File: config.mk
export PLATFORM = sky130hd
export DESIGN_NAME = mm3_sequencer
export DESIGN_NICKNAME = d
export VERILOG_FILES = /design/src/rtl/mm_pkg.sv /design/src/rtl/mm3_operand_mux.sv /design/src/rtl/mm3_sequencer.sv
export SDC_FILE = /design/constraint.sdc
export NUM_CORES = 1
export LEC_CHECK = 0
export ABC_AREA = 1
export CAP_MARGIN = 25
export CELL_PAD_IN_SITES_DETAIL_PLACEMENT = 1
export CELL_PAD_IN_SITES_GLOBAL_PLACEMENT = 1
export CORE_MARGIN = 2
export CORE_UTILIZATION = 25
export DETAILED_ROUTE_END_ITERATION = 10
export MAX_ROUTING_LAYER = met4
export PLACE_DENSITY_LB_ADDON = 0.1
export SLEW_MARGIN = 20
export SYNTH_ARGS = -nofsm -noshare
export SYNTH_HDL_FRONTEND = slang
export SYNTH_HIERARCHICAL = 1
export SYNTH_SLANG_ARGS = --single-unit
export TNS_END_PERCENT = 50
File: constraint.sdc
create_clock -name clk -period 3.9 [get_ports clk]
set_input_delay 0.78 -clock clk [delete_from_list [all_inputs] [get_ports clk]]
set_output_delay 0.78 -clock clk [all_outputs]
set_load 0.02 [all_outputs]
File: src/rtl/mm_pkg.sv
`default_nettype none
// +----------------------------------------------------------------+
// | mm_pkg: shared types and operand-packing helpers for mm3       |
// | Rev 1.0                                                        |
// +----------------------------------------------------------------+
package mm_pkg;

  localparam int MM_ELEM_W = 16;
  localparam int N         = 3;

  typedef enum logic [1:0] {
    ST_IDLE  = 2'd0,
    ST_ISSUE = 2'd1,
    ST_WAIT  = 2'd2,
    ST_DONE  = 2'd3
  } state_e;

  // Element (r,c) of a row-major packed 3x3 matrix.
  function automatic logic [MM_ELEM_W-1:0] elem(input logic [N*N*MM_ELEM_W-1:0] mat,
                                                input logic [1:0] r,
                                                input logic [1:0] c);
    return mat[MM_ELEM_W*(N*r + c) +: MM_ELEM_W];
  endfunction

  function automatic logic [N*MM_ELEM_W-1:0] row(input logic [N*N*MM_ELEM_W-1:0] mat,
                                                 input logic [1:0] r);
    logic [N*MM_ELEM_W-1:0] v;
    for (int k = 0; k < N; k++) v[MM_ELEM_W*k +: MM_ELEM_W] = elem(mat, r, 2'(k));
    return v;
  endfunction

  function automatic logic [N*MM_ELEM_W-1:0] col(input logic [N*N*MM_ELEM_W-1:0] mat,
                                                 input logic [1:0] c);
    logic [N*MM_ELEM_W-1:0] v;
    for (int k = 0; k < N; k++) v[MM_ELEM_W*k +: MM_ELEM_W] = elem(mat, 2'(k), c);
    return v;
  endfunction

endpackage
`default_nettype wire

File: src/rtl/mm3_operand_mux.sv
`default_nettype none
// +----------------------------------------------------------------+
// | mm3_operand_mux: selects A row idx/3 and B column idx%3         |
// | Rev 1.0                                                        |
// +----------------------------------------------------------------+
module mm3_operand_mux
  import mm_pkg::*;
#(
  parameter int ELEM_W = MM_ELEM_W
) (
  input  logic [N*N*ELEM_W-1:0] a_i,
  input  logic [N*N*ELEM_W-1:0] b_i,
  input  logic [3:0]            idx_i,
  output logic [N*ELEM_W-1:0]   row_o,
  output logic [N*ELEM_W-1:0]   col_o
);

  logic [1:0] r_sel;
  logic [1:0] c_sel;

  always_comb begin
    r_sel = 2'd0;
    c_sel = 2'd0;
    case (idx_i)
      4'd1:    c_sel = 2'd1;
      4'd2:    c_sel = 2'd2;
      4'd3:    r_sel = 2'd1;
      4'd4:    begin r_sel = 2'd1; c_sel = 2'd1; end
      4'd5:    begin r_sel = 2'd1; c_sel = 2'd2; end
      4'd6:    r_sel = 2'd2;
      4'd7:    begin r_sel = 2'd2; c_sel = 2'd1; end
      4'd8:    begin r_sel = 2'd2; c_sel = 2'd2; end
      default: begin r_sel = 2'd0; c_sel = 2'd0; end
    endcase
  end

  if (ELEM_W == MM_ELEM_W) begin : g_pkg
    assign row_o = row(a_i, r_sel);
    assign col_o = col(b_i, c_sel);
  end else begin : g_generic
    always_comb begin
      for (int k = 0; k < N; k++) begin
        row_o[ELEM_W*k +: ELEM_W] = a_i[ELEM_W*(N*r_sel + k) +: ELEM_W];
        col_o[ELEM_W*k +: ELEM_W] = b_i[ELEM_W*(N*k + c_sel) +: ELEM_W];
      end
    end
  end

endmodule
`default_nettype wire

File: src/rtl/mm3_sequencer.sv
`default_nettype none
// +----------------------------------------------------------------+
// | mm3_sequencer: time-shares one 3-term dot unit for C = A x B    |
// | Rev 1.0                                                        |
// +----------------------------------------------------------------+
module mm3_sequencer
  import mm_pkg::*;
#(
  parameter int ELEM_W = MM_ELEM_W,
  parameter int DP_LAT = 1
) (
  input  logic                  clk,
  input  logic                  rst_n,
  input  logic                  start_i,
  input  logic [N*N*ELEM_W-1:0] a_i,
  input  logic [N*N*ELEM_W-1:0] b_i,
  output logic [N*ELEM_W-1:0]   dp_row_o,
  output logic [N*ELEM_W-1:0]   dp_col_o,
  output logic                  dp_vld_o,
  input  logic [ELEM_W-1:0]     dp_res_i,
  output logic                  busy_o,
  output logic                  done_o,
  output logic [N*N*ELEM_W-1:0] c_o
);

  state_e                state_q, state_d;
  logic [N*N*ELEM_W-1:0] a_snap_q, a_snap_d;
  logic [N*N*ELEM_W-1:0] b_snap_q, b_snap_d;
  logic [N*N*ELEM_W-1:0] bank_q, bank_d;
  logic [N*N*ELEM_W-1:0] c_q, c_d;
  logic [3:0]            idx_q, idx_d;
  logic [3:0]            wcnt_q, wcnt_d;
  logic [N*ELEM_W-1:0]   row_q, row_d;
  logic [N*ELEM_W-1:0]   col_q, col_d;
  logic                  vld_q, vld_d;
  logic                  busy_q, busy_d;
  logic                  done_q, done_d;
  logic                  issue;
  logic [N*ELEM_W-1:0]   mux_row;
  logic [N*ELEM_W-1:0]   mux_col;

  // The mux looks at next-state snapshot/index so operands are registered
  // on the very edge that enters ISSUE, making dp_vld_o coincide with ISSUE.
  mm3_operand_mux #(
    .ELEM_W (ELEM_W)
  ) u_mux (
    .a_i   (a_snap_d),
    .b_i   (b_snap_d),
    .idx_i (idx_d),
    .row_o (mux_row),
    .col_o (mux_col)
  );

  always_comb begin
    state_d  = state_q;
    a_snap_d = a_snap_q;
    b_snap_d = b_snap_q;
    bank_d   = bank_q;
    c_d      = c_q;
    idx_d    = idx_q;
    wcnt_d   = wcnt_q;
    busy_d   = busy_q;
    done_d   = 1'b0;
    issue    = 1'b0;
    case (state_q)
      ST_IDLE: begin
        if (start_i) begin
          a_snap_d = a_i;
          b_snap_d = b_i;
          idx_d    = 4'd0;
          busy_d   = 1'b1;
          issue    = 1'b1;
          state_d  = ST_ISSUE;
        end
      end
      ST_ISSUE: begin
        wcnt_d  = 4'(DP_LAT);
        state_d = ST_WAIT;
      end
      ST_WAIT: begin
        wcnt_d = wcnt_q - 4'd1;
        if (wcnt_q == 4'd1) begin
          bank_d[ELEM_W*idx_q +: ELEM_W] = dp_res_i;
          if (idx_q == 4'd8) begin
            // Last result goes straight into c_o alongside the done pulse.
            c_d     = bank_d;
            done_d  = 1'b1;
            busy_d  = 1'b0;
            state_d = ST_DONE;
          end else begin
            idx_d   = idx_q + 4'd1;
            issue   = 1'b1;
            state_d = ST_ISSUE;
          end
        end
      end
      ST_DONE: begin
        idx_d   = 4'd0;
        state_d = ST_IDLE;
      end
      default: state_d = ST_IDLE;
    endcase
  end

  always_comb begin
    row_d = row_q;
    col_d = col_q;
    vld_d = 1'b0;
    if (issue) begin
      row_d = mux_row;
      col_d = mux_col;
      vld_d = 1'b1;
    end
  end

  always_ff @(posedge clk or negedge rst_n) begin
    if (!rst_n) begin
      state_q  <= ST_IDLE;
      a_snap_q <= '0;
      b_snap_q <= '0;
      bank_q   <= '0;
      c_q      <= '0;
      idx_q    <= 4'd0;
      wcnt_q   <= 4'd0;
      row_q    <= '0;
      col_q    <= '0;
      vld_q    <= 1'b0;
      busy_q   <= 1'b0;
      done_q   <= 1'b0;
    end else begin
      state_q  <= state_d;
      a_snap_q <= a_snap_d;
      b_snap_q <= b_snap_d;
      bank_q   <= bank_d;
      c_q      <= c_d;
      idx_q    <= idx_d;
      wcnt_q   <= wcnt_d;
      row_q    <= row_d;
      col_q    <= col_d;
      vld_q    <= vld_d;
      busy_q   <= busy_d;
      done_q   <= done_d;
    end
  end

  assign dp_row_o = row_q;
  assign dp_col_o = col_q;
  assign dp_vld_o = vld_q;
  assign busy_o   = busy_q;
  assign done_o   = done_q;
  assign c_o      = c_q;

endmodule
`default_nettype wire

# --- Word level (Yosys, flattened, before mapping) ---
# Cells that the tools add are included.
word_totals:
  inputBits: 307
  n_memories: 0
  latch_bits: 0
  output_inout_bits: 243
  ff_bits: 685
  mem_bits_ro: 0
  ram_bits: 0
classes:
  n_reduce_logical: 11
  addsub: 7
  bitwise: 0
  order_cmp: 0
  shift: 8
  n_mul: 1
  n_div: 0
  n_eq_ne: 16
  mux: 28
op_table:
  columns: ["op", "count"]
  rows:
  - ["2-to-1 mux 144 bit", 4]
  - ["indexed part select 144 x 33 -> 16 bit", 4]
  - ["bitwise mux 144 bit", 1]
  - ["variable shift 16 x 34 -> 144 bit (first input constant)", 1]
  - ["indexed part select 144 x 7 -> 16 bit", 1]
  - ["indexed part select 144 x 9 -> 16 bit", 1]
  - ["indexed part select 16 x 34 -> 144 bit", 1]
  - ["negation 8 -> 34 bit", 1]
  - ["equality test 4 x 3 -> 1 bit (second input constant)", 4]
  - ["2-to-1 mux 4 bit", 3]
  - ["one-hot mux 4 bit (3 select lines)", 1]
  - ["OR reduction 3 bit", 4]
  - ["2-to-1 mux 1 bit", 10]
  - ["equality test 4 x 1 -> 1 bit (second input constant)", 2]
  - ["equality test 4 x 2 -> 1 bit (second input constant)", 2]
  - ["equality test 4 bit (second input constant)", 2]
  - ["one-hot mux 2 bit (2 select lines)", 2]
  - ["one-hot mux 2 bit (4 select lines)", 1]
  - ["one-hot mux 4 bit (2 select lines)", 1]
  - ["2-to-1 mux 2 bit", 3]
  - ["inequality test 2 bit (second input constant)", 3]
  - ["adder 4 x 1 -> 5 bit (second input constant)", 1]
  - ["adder 4 x 2 -> 5 bit (second input constant)", 1]
  - ["adder 3 x 2 -> 4 bit (first input constant)", 1]
  - ["12 further kinds", 16]

# --- Depth between registers and ports, before layout ---
depth:
  depth_word: 10
  mapped_depth: 21
  ltp_nobuf: 17

# --- Hierarchy ---
# The synthesis kept the hierarchy.
by_module_without_submodules:
  columns: ["module", "seq_area_each_um2", "instances", "area_per_inst_um2", "cells_each"]
  rows:
  - ["mm3_sequencer", 17141.4, 1, 28762.6, 3502]
  - ["mm3_operand_mux", 0.0, 1, 3169.3, 706]

# --- Worst setup path after synthesis ---
# Ideal clock, no wire load.
synth_timing:
  path_type: "flip-flop to flip-flop"
  startpoint: "register idx_q[0]"
  endpoint: "register col_q[10], in the netlist dp_col_o[10]"
  synth_period_minus_slack_ns: 3.262
  stages_incl_launch_ff: 21
  slack_ns: 0.638
  setup_ns: 0.117
  arrival_time_ns: 3.145
  cell_sequence: "dfrtp_1 inv_1 buf_2 buf_1 ha_1 buf_2 buf_1 clkbuf_1 nand2_1 o21ai_0 inv_1 nor2_1 nand2_1 nand2_1 nor2_1 buf_2 buf_4 nand3_1 nand2_1 nand2_1 nand2_1"
synth_between:
  elab_chain_len: 8
  word_cells_on_any_way: 19
synth_rtl:
  columns: ["element", "line", "source"]
  rows:
  - ["start: declaration", "mm3_sequencer.sv:31", "logic [3:0] idx_q, idx_d;"]
  - ["start signal: assignment", "mm3_sequencer.sv:136", "idx_q <= idx_d;"]
  - ["adder 4 x 1 -> 4 bit / equality test 4 bit (equally long branches)", "mm3_sequencer.sv:91, mm3_sequencer.sv:84", null]
  - ["2-to-1 mux 4 bit (*)", "mm3_sequencer.sv:84", "if (idx_q == 4'd8) begin"]
  - ["2-to-1 mux 4 bit (*)", "mm3_sequencer.sv:82", "if (wcnt_q == 4'd1) begin"]
  - ["one-hot mux 4 bit (3 select lines) (*)", "mm3_sequencer.sv:65", "case (state_q)"]
  - ["via idx_d[1]", "mm3_sequencer.sv:31", null]
  - ["equality test 4 x 2 -> 1 bit, or another cell as far along", "mm3_operand_mux.sv:24", "case (idx_i)"]
  - ["OR reduction 3 bit (no line)", null, null]
  - ["one-hot mux 2 bit (2 select lines) (*)", "mm3_operand_mux.sv:24", null]
  - ["indexed part select 144 x 7 -> 16 bit (*)", "mm_pkg.sv:22", "return mat[MM_ELEM_W*(N*r + c) +: MM_ELEM_W];"]
  - ["via mux_col[10]", "mm3_sequencer.sv:40", "logic [N*ELEM_W-1:0] mux_col;"]
  - ["end signal: assignment", "mm3_sequencer.sv:139", "col_q <= col_d;"]
  - ["end: declaration", "mm3_sequencer.sv:34", "logic [N*ELEM_W-1:0] col_q, col_d;"]
# The timed path passes the listed nets; every way through them passes the cells marked *.
# A chain may end at the register's enable or synchronous reset.

# --- Worst setup path after layout ---
layout_timing:
  startpoint: "register idx_q[1]"
  endpoint: "register col_q[2], in the netlist dp_col_o[2]"
layout_between:
  elab_chain_len: 8
  word_cells_on_any_way: 19
layout_rtl:
  columns: ["element", "line"]
  rows:
  - ["adder 4 x 1 -> 4 bit / equality test 4 bit (equally long branches)", "mm3_sequencer.sv:91, mm3_sequencer.sv:84"]
  - ["2-to-1 mux 4 bit", "mm3_sequencer.sv:84"]
  - ["2-to-1 mux 4 bit", "mm3_sequencer.sv:82"]
  - ["one-hot mux 4 bit (3 select lines) (*)", "mm3_sequencer.sv:65"]
  - ["via idx_d[1]", "mm3_sequencer.sv:31"]
  - ["equality test 4 x 2 -> 1 bit, or another cell as far along", "mm3_operand_mux.sv:24"]
  - ["OR reduction 3 bit (no line)", null]
  - ["one-hot mux 2 bit (2 select lines) (*)", "mm3_operand_mux.sv:24"]
  - ["indexed part select 144 x 7 -> 16 bit (*)", "mm_pkg.sv:22"]
  - ["via mux_col[2]", "mm3_sequencer.sv:40"]
# Marks and branches as above.

==> results by group <==
Floorplan
  – Core area: 0.127 mm2
  – Initial core utilization: 0.251
  – DIE AREA: 0.131 mm2
  – Num rows: 131
  – I/O pin count: 550
  – Die Span Y: 361 um
  – Die Wd: 361 um

Timing
  – Fmax: 0.297 GHz
  – Crit path time final: 3360 ps
  – Final setup viols: 0
  – Actual slew at the worst max-slew pin: 1050 ps
  – Clock Skew: 21.8 ps
  – RSZ-0062 raised after global routing: false
  – Final critical-path share of the clock period: 0.862
  – Aggregate negative setup slack: 0 ps
  – Final Hold Viols: 0
  – Max transition margin: 0.301
  – Final Max Tran Viols: 0
  – Fin worst setup slack: 536 ps

Clock tree
  – CTS clk-pin slew, worst paths: 60 ps
  – CTS root buf: clkbuf_16
  – CTS tree: built
  – Clock latency at the later pin of the worst-skew pair: 660 ps
  – H-tree levels: 3
  – Post-CTS setup repair buffer count: 0
  – Clock sink total: 685
  – Num CTS Buffers: 86
  – Cts hold-fix bufs: 0
  – Bufs on Longest Clock Path: 3
  – CTS-repair resized insts: 0

Yosys
  – Synthesized instance count: 4,208
  – Most common cell in the netlist: nand2_1
  – Post-synth top cells: 2,029 x nand2_1, 685 x dfrtp_1, 583 x nand3_1
  – YS warnings: 6
  – Post-synth ARST share: 1.00
  – Post-synth EDFFs: 0
  – Cell area after synthesis: 0.0319 mm2
  – Top cell type by total area after synthesis: dfrtp_1
  – Synth top area share: 0.537
  – Synth Flop Type: dfrtp_1
  – Syn_nets: 4,523
  – Post-synthesis sequential area ratio: 0.537
  – FF+latch count, synth: 685
  – Top post-synthesis cells by area: dfrtp_1 54%, nand2_1 24%, nand3_1 9.1%
  – Mean Syn Cell Area: 7.59 um2
  – Synth cell types: 31

Power and ir drop
  – Power Density: 757 mW/mm2
  – Leakage: 21.5 nW
  – Maximum VDD drop: 0.342 mV

Cells and area
  – Layout cells sized above 1: 0.0572
  – Final cell count without fillers: 6,414
  – Final core occ: 0.335
  – Fin area: 0.0426 mm2
  – Sequential cell area: 0.0171 mm2
  – Area of the multi-input gates: 0.0125 mm2
  – Fin nets: 4,984
  – Area grow syn2layout: 33.5%
  – Fill count: 15,178

Setup path
  – Worst EP required: 4490 ps
  – Worst reg2reg startpoint: idx_q[1]$_DFF_PN0_
  – Max FO, Critical Path: 23
  – Type of destination of the critical path: flop
  – CP Launch Point: idx_q[1]$_DFF_PN0_
  – Critical Path Max Stage Delay: 460 ps
  – Bufs and invs on worst path: 4
  – Arrival time at the worst endpoint: 3950 ps
  – Most used cell, CP: nand2_1
  – CP top delay family: simple AND/OR/NAND/NOR gates
  – R2R setup slack: 540 ps
  – Crit-path cells: inv_1, ha_1, nand2_2, nor2_1, nand2_1, nand2_1, nor2_1, o21ai_0, buf_4, nor2_1, inv_2, nor2_1, nor2_4, buf_12, nand3_1, nand2_1, nand2_1, nand2_1
  – CP startpoint kind: flop
  – Critical Path Slowest Stage Cell: nor2_4
  – Worst Setup Path Type: reg -> reg

Outcome
  – Status: finished clean

Placement
  – Hpwl dp: 85,900 um
  – Cell Area, Placed: 0.0395 mm2
  – Port Buffers: 549
  – Dpl ws: 21.5 ps
  – Placed insts: 6,243
  – Placer Congestion: 0.778

Run
  – Max_cap viols: 0

Routing
  – Routed wire length: 127,000 um
  – Initial DRC count: 1,802
  – Via Count: 28,908
  – Post-route ant nets: 0
  – Vias/cell: 4.51
  – Drt drc: 0
  – Routed len/inst: 19.8 um
  – Drt pass-1 iters: 5

Global route
  – Largest net degree at the start of global routing: 131
  – Global route overflow: 0
  – Initial antenna violation count: 15
  – First-pass GRT wire length: 195,000 um
  – All-Layer GR Usage: 0.199
  – Vias in the first global route: 30,682

Min path
  – HP Class: in -> async
where the power goes:
part / switching [mW] / leakage (nW) / internal (mW)
clock network: 3.34 / 1.50 / 5.26
registers: 1.20 / 8.11 / 9.89
logic: 8.08 / 11.8 / 4.50
total: 12.6 / 21.5 / 19.7
final timing paths:
check | endpoint | cells past startpoint
max | dp_col_o[2]$_DFFE_PN0P_ | 18
min in group clk | a_snap_q[23]$_DFF_PN0_ | 2
min | c_o[16]$_DFFE_PN0P_ | 1
min reg2reg | a_snap_q[23]$_DFF_PN0_ | 2
max reg2reg | dp_col_o[2]$_DFFE_PN0P_ | 18
max in group asynchronous | dp_col_o[43]$_DFFE_PN0P_ | 2
layout make-up:
class,count,share of cell area
antenna,11,0.000646
clock buffer,132,0.0629
clock inverter,28,0.00884
inverter,336,0.0299
multi-input combinational,2927,0.293
sequential,685,0.402
tap,1662,0.0488
timing repair buffer,633,0.154
registers in the layout, indices dropped and copies added (netlist names), 2 cells and up:
| signal | cells |
|---|---|
| a_snap_q | 144 |
| b_snap_q | 144 |
| bank_q | 144 |
| c_o | 144 |
| dp_col_o | 48 |
| dp_row_o | 48 |
| idx_q | 4 |
| state_q | 2 |
| wcnt_q | 4 |
metrics by stage:
stage	power, mW	hold slack [ps]
after floorplan	19.0	437
after global routing	34.9	111
final	32.3	112
after CTS	32.9	81.5
after global placement	23.8	452
after detailed placement	24.0	458
metal layers:
metal	track usage	part of all wire	vias up
met3	0.0305	0.042	148
met1	0.264	0.47	14190
met5	-	0	-
met4	0.0481	0.021	0
li1	-	-	14066
met2	0.320	0.47	504
placed cells by master (no fill, tap or decap), types with 2 or more instances in the layout:
cell type	count
nor2_4	5
buf_12	35
nor3_2	3
inv_2	7
dfrtp_1	685
nand3b_1	48
nand3_1	581
clkbuf_1	16
inv_1	326
a21oi_1	5
clkinvlp_4	4
clkdlybuf4s50_1	548
nand3_2	8
nand2_4	2
diode_2	11
nand2_1	2024
nand2_2	7
clkinv_2	14
clkbuf_16	91
nand4_1	35
ha_1	8
clkinv_8	2
o21ai_1	39
clkbuf_8	25
buf_4	49
bufinv_16	8
nor2_2	4
o21ai_0	115
nor2_1	32
nor3_1	2
kinds of logic after synthesis:
group                    share of synthesized area
adder cells (fa/ha/maj)                    0.00313
flip-flops                                   0.537
AO/OA/AOI/OAI                               0.0266
XOR/XNOR                                  0.000274
buffers and inverters                       0.0750
AND/OR/NAND/NOR                              0.358
No activity file was read; power rests on OpenSTA's default activity.
